===== src/rtl/serdesphy_pkg.sv =====
// Shared definitions for the serdesphy serializer/deserializer pair.
package serdesphy_pkg;

    // Default parallel word width used by both directions of the link.
    localparam int SERDES_WIDTH = 16;

    // Two-state sequencing shared by serializer and deserializer.
    typedef enum logic {
        ST_IDLE  = 1'b0,
        ST_SHIFT = 1'b1
    } serdes_state_e;

endpackage : serdesphy_pkg


===== src/rtl/serdesphy_ana_serializer.sv =====
// Parallel-to-serial converter, LSB first, with a one-word holding register
// so a gapless stream can be sustained.
//
//  state    | meaning
//  ---------+---------------------------------------------------------------
//  ST_IDLE  | nothing in flight, serial_out parked at 0, waiting for a word
//  ST_SHIFT | shift register driving serial_out, counter tracks bit index
module serdesphy_ana_serializer
    import serdesphy_pkg::*;
#(
    parameter int WIDTH = SERDES_WIDTH
) (
    input  logic             clk_240m_tx,
    input  logic             rst_n,
    input  logic             enable,
    input  logic [WIDTH-1:0] parallel_in,
    input  logic             data_valid,
    output logic             data_ready,
    output logic             serial_out,
    output logic             busy,
    output logic             underrun
);

    localparam int CNT_W = (WIDTH > 1) ? $clog2(WIDTH) : 1;
    localparam logic [CNT_W-1:0] LAST_BIT = CNT_W'(WIDTH - 1);

    serdes_state_e    state;
    serdes_state_e    state_next;
    logic [WIDTH-1:0] shift_reg;
    logic [WIDTH-1:0] hold_reg;
    logic             hold_full;
    logic [CNT_W-1:0] cnt;

    logic accept;
    logic end_of_word;
    logic load_in;
    logic load_from_hold;
    logic load_hold;
    logic shift_en;
    logic go_idle;

    // Ready depends only on registered state and the enable/reset inputs,
    // never on data_valid, so upstream can't form a combinational loop.
    assign data_ready  = enable & rst_n & ~hold_full;
    assign accept      = data_valid & data_ready;
    assign end_of_word = (cnt == LAST_BIT);
    assign serial_out  = shift_reg[0];
    assign busy        = (state == ST_SHIFT) | hold_full;

    // State register.
    always_ff @(posedge clk_240m_tx or negedge rst_n) begin
        if (!rst_n) begin
            state <= ST_IDLE;
        end else begin
            state <= state_next;
        end
    end

    // Next-state decode and datapath control strobes.
    always_comb begin
        state_next     = state;
        load_in        = 1'b0;
        load_from_hold = 1'b0;
        load_hold      = 1'b0;
        shift_en       = 1'b0;
        go_idle        = 1'b0;
        if (!enable) begin
            state_next = ST_IDLE;
        end else begin
            case (state)
                ST_IDLE: begin
                    if (accept) begin
                        load_in    = 1'b1;
                        state_next = ST_SHIFT;
                    end
                end
                ST_SHIFT: begin
                    if (end_of_word) begin
                        // Priority: queued word, then a word arriving right now
                        // (bypass), otherwise the stream has run dry.
                        if (hold_full) begin
                            load_from_hold = 1'b1;
                        end else if (accept) begin
                            load_in = 1'b1;
                        end else begin
                            go_idle    = 1'b1;
                            state_next = ST_IDLE;
                        end
                    end else begin
                        shift_en  = 1'b1;
                        load_hold = accept;
                    end
                end
                default: state_next = ST_IDLE;
            endcase
        end
    end

    // Shift register, bit counter, holding register and underrun flag.
    always_ff @(posedge clk_240m_tx or negedge rst_n) begin
        if (!rst_n) begin
            shift_reg <= '0;
            hold_reg  <= '0;
            hold_full <= 1'b0;
            cnt       <= '0;
            underrun  <= 1'b0;
        end else if (!enable) begin
            // Abort: discard the partial word and anything queued, silently.
            shift_reg <= '0;
            hold_reg  <= '0;
            hold_full <= 1'b0;
            cnt       <= '0;
            underrun  <= 1'b0;
        end else begin
            underrun <= go_idle;
            if (load_in) begin
                shift_reg <= parallel_in;
                cnt       <= '0;
            end else if (load_from_hold) begin
                shift_reg <= hold_reg;
                cnt       <= '0;
            end else if (go_idle) begin
                shift_reg <= '0;
                cnt       <= '0;
            end else if (shift_en) begin
                shift_reg <= {1'b0, shift_reg[WIDTH-1:1]};
                cnt       <= cnt + CNT_W'(1);
            end
            if (load_hold) begin
                hold_reg  <= parallel_in;
                hold_full <= 1'b1;
            end else if (load_from_hold) begin
                hold_reg  <= '0;
                hold_full <= 1'b0;
            end
        end
    end

endmodule : serdesphy_ana_serializer


===== config.mk =====
export PLATFORM = sky130hd
export DESIGN_NAME = serdesphy_ana_serializer
export DESIGN_NICKNAME = d
export VERILOG_FILES = /design/src/rtl/serdesphy_pkg.sv /design/src/rtl/serdesphy_ana_serializer.sv
export SDC_FILE = /design/constraint.sdc
export NUM_CORES = 1
export LEC_CHECK = 0
export ABC_AREA = 1
export CAP_MARGIN = 5
export CORE_ASPECT_RATIO = 0.7
export CORE_MARGIN = 5
export CORE_UTILIZATION = 60
export DETAILED_ROUTE_END_ITERATION = 12
export PLACE_DENSITY_LB_ADDON = 0.08
export SYNTH_ARGS = -nofsm -noshare
export SYNTH_HDL_FRONTEND = slang
export SYNTH_SLANG_ARGS = --single-unit

===== constraint.sdc =====
create_clock -name clk_240m_tx -period 3.2 [get_ports clk_240m_tx]
set_input_delay 0.8 -clock clk_240m_tx [delete_from_list [all_inputs] [get_ports clk_240m_tx]]
set_output_delay 0.8 -clock clk_240m_tx [all_outputs]
set_load 0.02 [all_outputs]

---- Word-level counts from Yosys, hierarchy flattened ----
Index checks and enable logic that the tools add are counted.
word-level totals
  bits in registers ....................... 39
  bits of input ports ..................... 20
  output and inout port bits .............. 4
  word-level logic and storage cells ...... 57
operators by class
  add/sub/neg operators ................... 1
  equal/unequal tests ..................... 3
  mux-type cells .......................... 41
  bitwise operators ....................... 6
operators with widths
  operator                                                         number
  16-bit two-way mux                                               8
  1-bit two-way mux                                                26
  4-bit two-way mux                                                5
  5-bit by 1-bit != test with 1-bit output, second input constant  1
  4-bit by 1-bit adder with 4-bit output, second input constant    1
  4-bit == test, second input constant                             1
  1-bit one-hot mux with 2 select lines                            2
  1-bit AND                                                        3
  3-bit by 1-bit != test with 1-bit output, second input constant  1
  1-bit inverter                                                   2
  1-bit bitwise OR                                                 1

---- Depth between registers and ports, before layout ----
Gate-level depths: netlist of run 1.
  word-level depth ........................ 12
  depth in mapped cells ................... 10
  mapped depth without buffers ............ 10

---- Worst setup path before layout of run 1 ----
Ideal clock, no wire load.
  path kind ............................... in2out
  start point ............................. in enable
  end point ............................... out data_ready
  arrival time ............................ 1.225 ns
  data required time ...................... 2.400 ns
  setup slack ............................. 1.175 ns
  cell stages on the path ................. 3
  path buffers ............................ 1
  cells stage by stage .................... buf_4 nand3_2 inv_1
between the ends
  cells in the longest elaborated chain, start to end .. 2
ends and longest elaborated chain
  element                  RTL line                        source
  start, declared          serdesphy_ana_serializer.sv:15  input logic enable,
  1-bit AND (2 in series)  serdesphy_ana_serializer.sv:44  assign data_ready = enable & rst_n & ~hold_full;
  end, declared            serdesphy_ana_serializer.sv:18  output logic data_ready,
Every way passes these cells.

---- Worst setup path in the final report of run 1 ----
Same ends and word-level chain as after synthesis.

==> impl_results.md, run 1 <==
* Final TNS setup at 0 ns
* Area leader, netlist: dfrtp_1
* Slew headroom at between 60 and 70%
* Antenna diodes at 0
* ANT nets after route at 0
* Warnings from Yosys at 0
* Max Cap Viol at 0
* Root Driver: clkbuf_8
* Drt drc at 0
* Flops & latches, synth at 39
* Utilization after layout at a little over two thirds
* Syn_area_per_cell at roughly 7.5 µm²
* Post-synth ARST share at 100%
* Post-route insts no fill at 362
* WL final at ~4800 µm
* Die Y at ~60 µm
* Synth top area share at 44.9%
* Placed standard-cell area at ~0.0024 mm²
* Number of synthesized flops with an enable pin at 0
* Placement Rows at 18
* Global-route wire length before repair at approximately 7900 µm
* Clk_skew at 0.00852 ns
* Fin. max-slew vios at 0
* Number of antenna violations at the first check in global routing at 0
* Starting Density at about 62%
* Setup crit start kind: input port
* Fin. Hold Viols at 0
* Worst path required time at 2.40 ns
* Setup Viol. Count Final at 0
* Via count at approximately 1900
* Wire per inst at about 13 µm
* Layout Nets at approximately 330
* Sink Count at 39
* Setup bufs post-CTS at 0
* IO Pins at 24
* DIE WIDTH at around 82 µm
* Die ar. at between 0.004 and 0.005 mm²
* Mapped Area at approximately 0.0022 mm²
* Total congestion overflow at 0
* Global Route Usage Sum at about a fifth
* Unique cell type count in the Yosys netlist at 25
* CTS max path bufs at 2
* Vias in the first global route at 1621
* Placeable Area at around 0.0035 mm²
* CTS Hold Buffers Added at 0
* Largest stage delay, worst path at about 0.59 ns
* Most used cell, CP: clkdlybuf4s50_1
* Worst Path Max Fanout at 2
* DP Wirelength at between 3000 and 4000 µm
* Slew @ Worst Pin at ~0.53 ns
* Max Freq at 0.347 GHz
* Post-synthesis cell count at 290
* Min Tclk post-route at between 2 and 3 ns
* VDD IR-drop max at approximately 0.24 mV
* Clk slew on worst S/H paths at roughly 0.070 ns
* Clk_lat worst skew at ~0.29 ns
* Power Dens Cells at between 300 and 400 mW/mm²
* Top cells by area, synth: dfrtp_1 45%, nand2_1 17%, nand3_1 13%
* Most used DFF post-synth: dfrtp_1
* Worst Path Arrival at roughly 2.1 ns
* CTS tree: built
* Drt pass-1 iters at 6
* Top-count cell post-synth: nand2_1
* Setup crit end kind: output port
* Post-synth top cells: 101 x nand2_1, 56 x nand3_1, 39 x dfrtp_1
* Status: complete, no violations
* RSZ-0062 raised after global routing: false
* Slowest cell on the critical path: clkdlybuf4s50_1
* Largest net degree at the start of global routing at between 40 and 50
* Share of post-route cells with drive strength above 1 at around 9%
* Cells after DPL at 355
* Synth Net Count at between 300 and 400
* Buffers on Ports at 23
* CTS buffer count at 5
* Area of all placed cells without fillers at 0.00249 mm²
* DR iter-0 viols at 220
* P_leak at ~1.3 nW
* Post-CTS sizing at 0
* Seq/Total Area, Yosys at between 40% and 50%
* # H-tree levels at 2
* Crit path kind: in -> out
* Critical path cell sequence: clkdlybuf4s50_1 > nand3_2 > inv_1 > clkdlybuf4s50_1
* Hold Crit Class: reg -> reg
* Final period utilization at between 80% and 90%
* Routability cong. at 0.817
* Layout area overhead at 14.5%
* Routed vias/inst at 5.25
-- kinds of logic after synthesis --
logic type      Yosys count  share of synthesized area (%)
buf+inv                  48                           10.6
xor+xnor                  1                          0.403
fa+ha+maj                 1                          0.576
simple gates            182                           38.9
flops                    39                           44.9
compound gates           19                           4.61
-- critical path: cells and delay by family --
| kind | cells | cell delay [ns] |
|---|---|---|
| buffers and inverters | 3 | 1.16 |
| and+or+nand+nor | 1 | 0.12 |
-- worst paths after layout --
| path | from | end | slack (ns) | depth (start not counted) |
|---|---|---|---|---|
| max | enable | data_ready | 0.32 | 4 |
| max reg2reg | cnt[0] | shift_reg[14] | 1.23 | 9 |
| max in group asynchronous | rst_n | cnt[0] | 2.23 | 2 |
| min in group asynchronous | rst_n | hold_reg[15] | 0.59 | 2 |
| min reg2reg | shift_reg[0] | shift_reg[0] | 0.48 | 2 |
| min | shift_reg[0] | shift_reg[0] | 0.48 | 2 |
-- placed cells by master, fill, tap and decap left out, drive strengths merged --
master         count
o21ai             14
nor3b              1
inv               35
nand4              3
nand3             59
a21oi              2
nor2              14
buf                6
clkinv             1
ha                 1
a31oi              2
nand2            105
clkdlybuf4s50     22
dfrtp             39
clkbuf             6
xor2               1
o31ai              1
-- power by group --
| part | switching, mW | internal, mW | total (mW) |
|---|---|---|---|
| Combinational | 0.0712 | 0.0462 | 0.117 |
| Sequential | 0.00769 | 0.503 | 0.511 |
| Clock | 0.169 | 0.169 | 0.338 |
| Total | 0.248 | 0.718 | 0.966 |
-- per-stage QoR --
step	power, mW	hold slack, ns	setup slack [ns]
after floorplan	0.586	0.442	1.18
after global placement	0.636	0.459	0.340
after detailed placement	0.637	0.468	0.318
after CTS	0.971	0.488	0.319
after global routing	1.01	0.511	0.277
final	0.966	0.484	0.322
-- final cells by class --
type,instances,area [µm²]
clock inverter,1,5.00
multi-input combinational,203,967
sequential,39,976
tap,50,62.6
fill,305,1030
clock buffer,6,82.6
timing repair buffer,28,263
inverter,35,131
-- metal layers --
layer	global-route usage (%)	vias up	routed length, µm
li1	-	963	-
met1	33.7	861	2500
met2	28.7	69	1880
met3	5.19	8	394
met4	5.69	0	36
met5	0	-	0
Power figures use the tool's default switching activity.
==> inputs of run 2 (changes only) <==
--- a/config.mk
+++ b/config.mk
@@ -9,9 +9,11 @@
 export CAP_MARGIN = 5
 export CORE_ASPECT_RATIO = 0.7
 export CORE_MARGIN = 5
-export CORE_UTILIZATION = 60
+export CORE_UTILIZATION = 30
+export CTS_CLUSTER_SIZE = 30
 export DETAILED_ROUTE_END_ITERATION = 12
 export PLACE_DENSITY_LB_ADDON = 0.08
+export SLEW_MARGIN = 0
 export SYNTH_ARGS = -nofsm -noshare
 export SYNTH_HDL_FRONTEND = slang
 export SYNTH_SLANG_ARGS = --single-unit
==> impl_results.md, run 2 (synthesized netlist as in run 1, its figures left out) <==
* CTS buffer count at 5 (unchanged)
* Min Tclk post-route at 2.87 ns (was 2.88 ns)
* Starting Density at 30.2% (was 61.9%)
* Sink Count at 39 (unchanged)
* Placement Rows at 26 (was 18)
* Hold Crit Class: reg -> reg (unchanged)
* Root Driver: clkbuf_8 (unchanged)
* Vias in the first global route at 1826 (was 1621)
* R2r worst-path depth at 9 (unchanged)
* Post-CTS sizing at 0 (unchanged)
* ANT nets after route at 0 (unchanged)
* Layout Nets at 334 (was 333)
* Clk slew on worst S/H paths at 0.07 ns (about the same)
* Fin. Hold Viols at 0 (unchanged)
* Clk_lat worst skew at 0.29 ns (about the same)
* WL final at 5670 µm (was 4810 µm)
* Via count at 1816 (was 1901)
* VDD IR-drop max at 0.126 mV (was 0.241 mV)
* CTS tree: built (unchanged)
* Global-route wire length before repair at 9690 µm (was 7920 µm)
* Largest stage delay, worst path at 0.59 ns (about the same)
* Max Cap Viol at 0 (unchanged)
* Leading cell type in the layout, fill and taps excluded: nand2_1 (unchanged)
* Routed vias/inst at 4.43 (was 5.25)
* P_leak at 1.34 nW (was 1.35 nW)
* Share of post-route cells with drive strength above 1 at 8.65% (was 8.97%)
* Status: complete, no violations (unchanged)
* Antenna diodes at 0 (unchanged)
* Hold Worst Slack at 0.484 ns (about the same)
* Slowest cell on the critical path: clkdlybuf4s50_1 (unchanged)
* Number of antenna violations at the first check in global routing at 0 (unchanged)
* Crit path kind: in -> out (unchanged)
* Layout area overhead at 16.9% (was 14.5%)
* Final TNS setup at 0 ns (unchanged)
* Die ar. at 0.00907 mm² (was 0.00495 mm²)
* Slew @ Worst Pin at 0.545 ns (was 0.532 ns)
* Setup bufs post-CTS at 0 (unchanged)
* Die Y at 81.2 µm (was 60.4 µm)
* Slew headroom at 63.7% (was 64.5%)
* IO Pins at 24 (unchanged)
* Filler cells at 775 (was 305)
* Most frequent cells in the layout: 101 x nand2_1, 56 x nand3_1, 39 x dfrtp_1 (unchanged)
* Worst Path Arrival at 2.07 ns (was 2.08 ns)
* Most used cell, CP: clkdlybuf4s50_1 (unchanged)
* Max Freq at 0.349 GHz (was 0.347 GHz)
* Final worst slack at 0.333 ns (was 0.322 ns)
* Buffers on Ports at 23 (unchanged)
* DR iter-0 viols at 68 (was 220)
* Critical path cell sequence: clkdlybuf4s50_1 > nand3_2 > inv_1 > clkdlybuf4s50_1 (unchanged)
* Total congestion overflow at 0 (unchanged)
* Setup crit end kind: output port (unchanged)
* Final period utilization at 89.6% (was 90.0%)
* RSZ-0062 raised after global routing: false (unchanged)
* DP Wirelength at 4040 µm (was 3340 µm)
* Worst Path Max Fanout at 2 (unchanged)
* Worst path required time at 2.40 ns (about the same)
* Global Route Usage Sum at 13.6% (was 21.2%)
* Drt pass-1 iters at 4 (was 6)
* Post-placement worst setup slack at 0.324 ns (was 0.318 ns)
* Placeable Area at 0.00719 mm² (was 0.00351 mm²)
* Area of all placed cells without fillers at 0.00254 mm² (was 0.00249 mm²)
* Largest net degree at the start of global routing at 41 (unchanged)
* Power Dens Cells at 371 mW/mm² (was 388 mW/mm²)
* Clk_skew at 0.00795 ns (was 0.00852 ns)
* Routability cong. at 0.760 (was 0.817)
* Setup Viol. Count Final at 0 (unchanged)
* Drt drc at 0 (unchanged)
* Placed standard-cell area at 0.00247 mm² (was 0.00240 mm²)
* Fin. max-slew vios at 0 (unchanged)
* Hold-critical path depth at 2 (unchanged)
* CTS max path bufs at 2 (unchanged)
* Setup crit start kind: input port (unchanged)
* DIE WIDTH at 112 µm (was 81.9 µm)
* CTS Hold Buffers Added at 0 (unchanged)
* Wire per inst at 13.8 µm (was 13.3 µm)
* # H-tree levels at 2 (unchanged)
## run 2: cell count changes in the layout (fill, tap and decap cells not counted), sizes merged
cell	delta
buf	+1
clkinv	-1
## run 2: worst max-delay path, delay by kind of cell
| family | cells | cell delay [ns] |
|---|---|---|
| buf+inv | 3 | 1.15 |
| simple gates | 1 | 0.11 |
## run 2: area by class of cell
type	instances	area, µm²	area share, %
inverters	35	131	5.17
clock buffers	6	72.6	2.86
repair buffers	29	270	10.6
multi-input cells	203	967	38.1
flip-flops and latches	39	976	38.4
well taps	98	123	4.83
## run 2: final timing paths
kind                       slack [ns]    startpoint      endpoint
min                              0.48  shift_reg[1]  shift_reg[1]
max in group asynchronous        2.20         rst_n  shift_reg[5]
max                              0.33        enable    data_ready
min reg2reg                      0.48  shift_reg[1]  shift_reg[1]
min in group asynchronous        0.62         rst_n  hold_reg[10]
max reg2reg                      1.23        cnt[0]  shift_reg[2]
## run 2: per-layer routing
metal	global-route usage (%)	share of wire [%]	up-vias
li1	-	-	963
met1	21.4	54	809
met2	17.9	40	39
met3	3.28	5.7	5
met4	4.01	0.78	0
met5	0	0	-
## run 2: metrics by stage
step	cells	utilization, %	power (mW)
6_report	410	35.3	0.942
5_1_grt	410	35.3	1.00
4_1_cts	410	35.3	0.965
3_5_place_dp	404	34.3	0.644
3_3_place_gp	404	34.3	0.644
2_1_floorplan	290	-	0.586
## run 2: power breakdown
group          internal [mW]  switching, mW
clock network          0.145          0.165
registers              0.503        0.00713
logic                 0.0475         0.0741
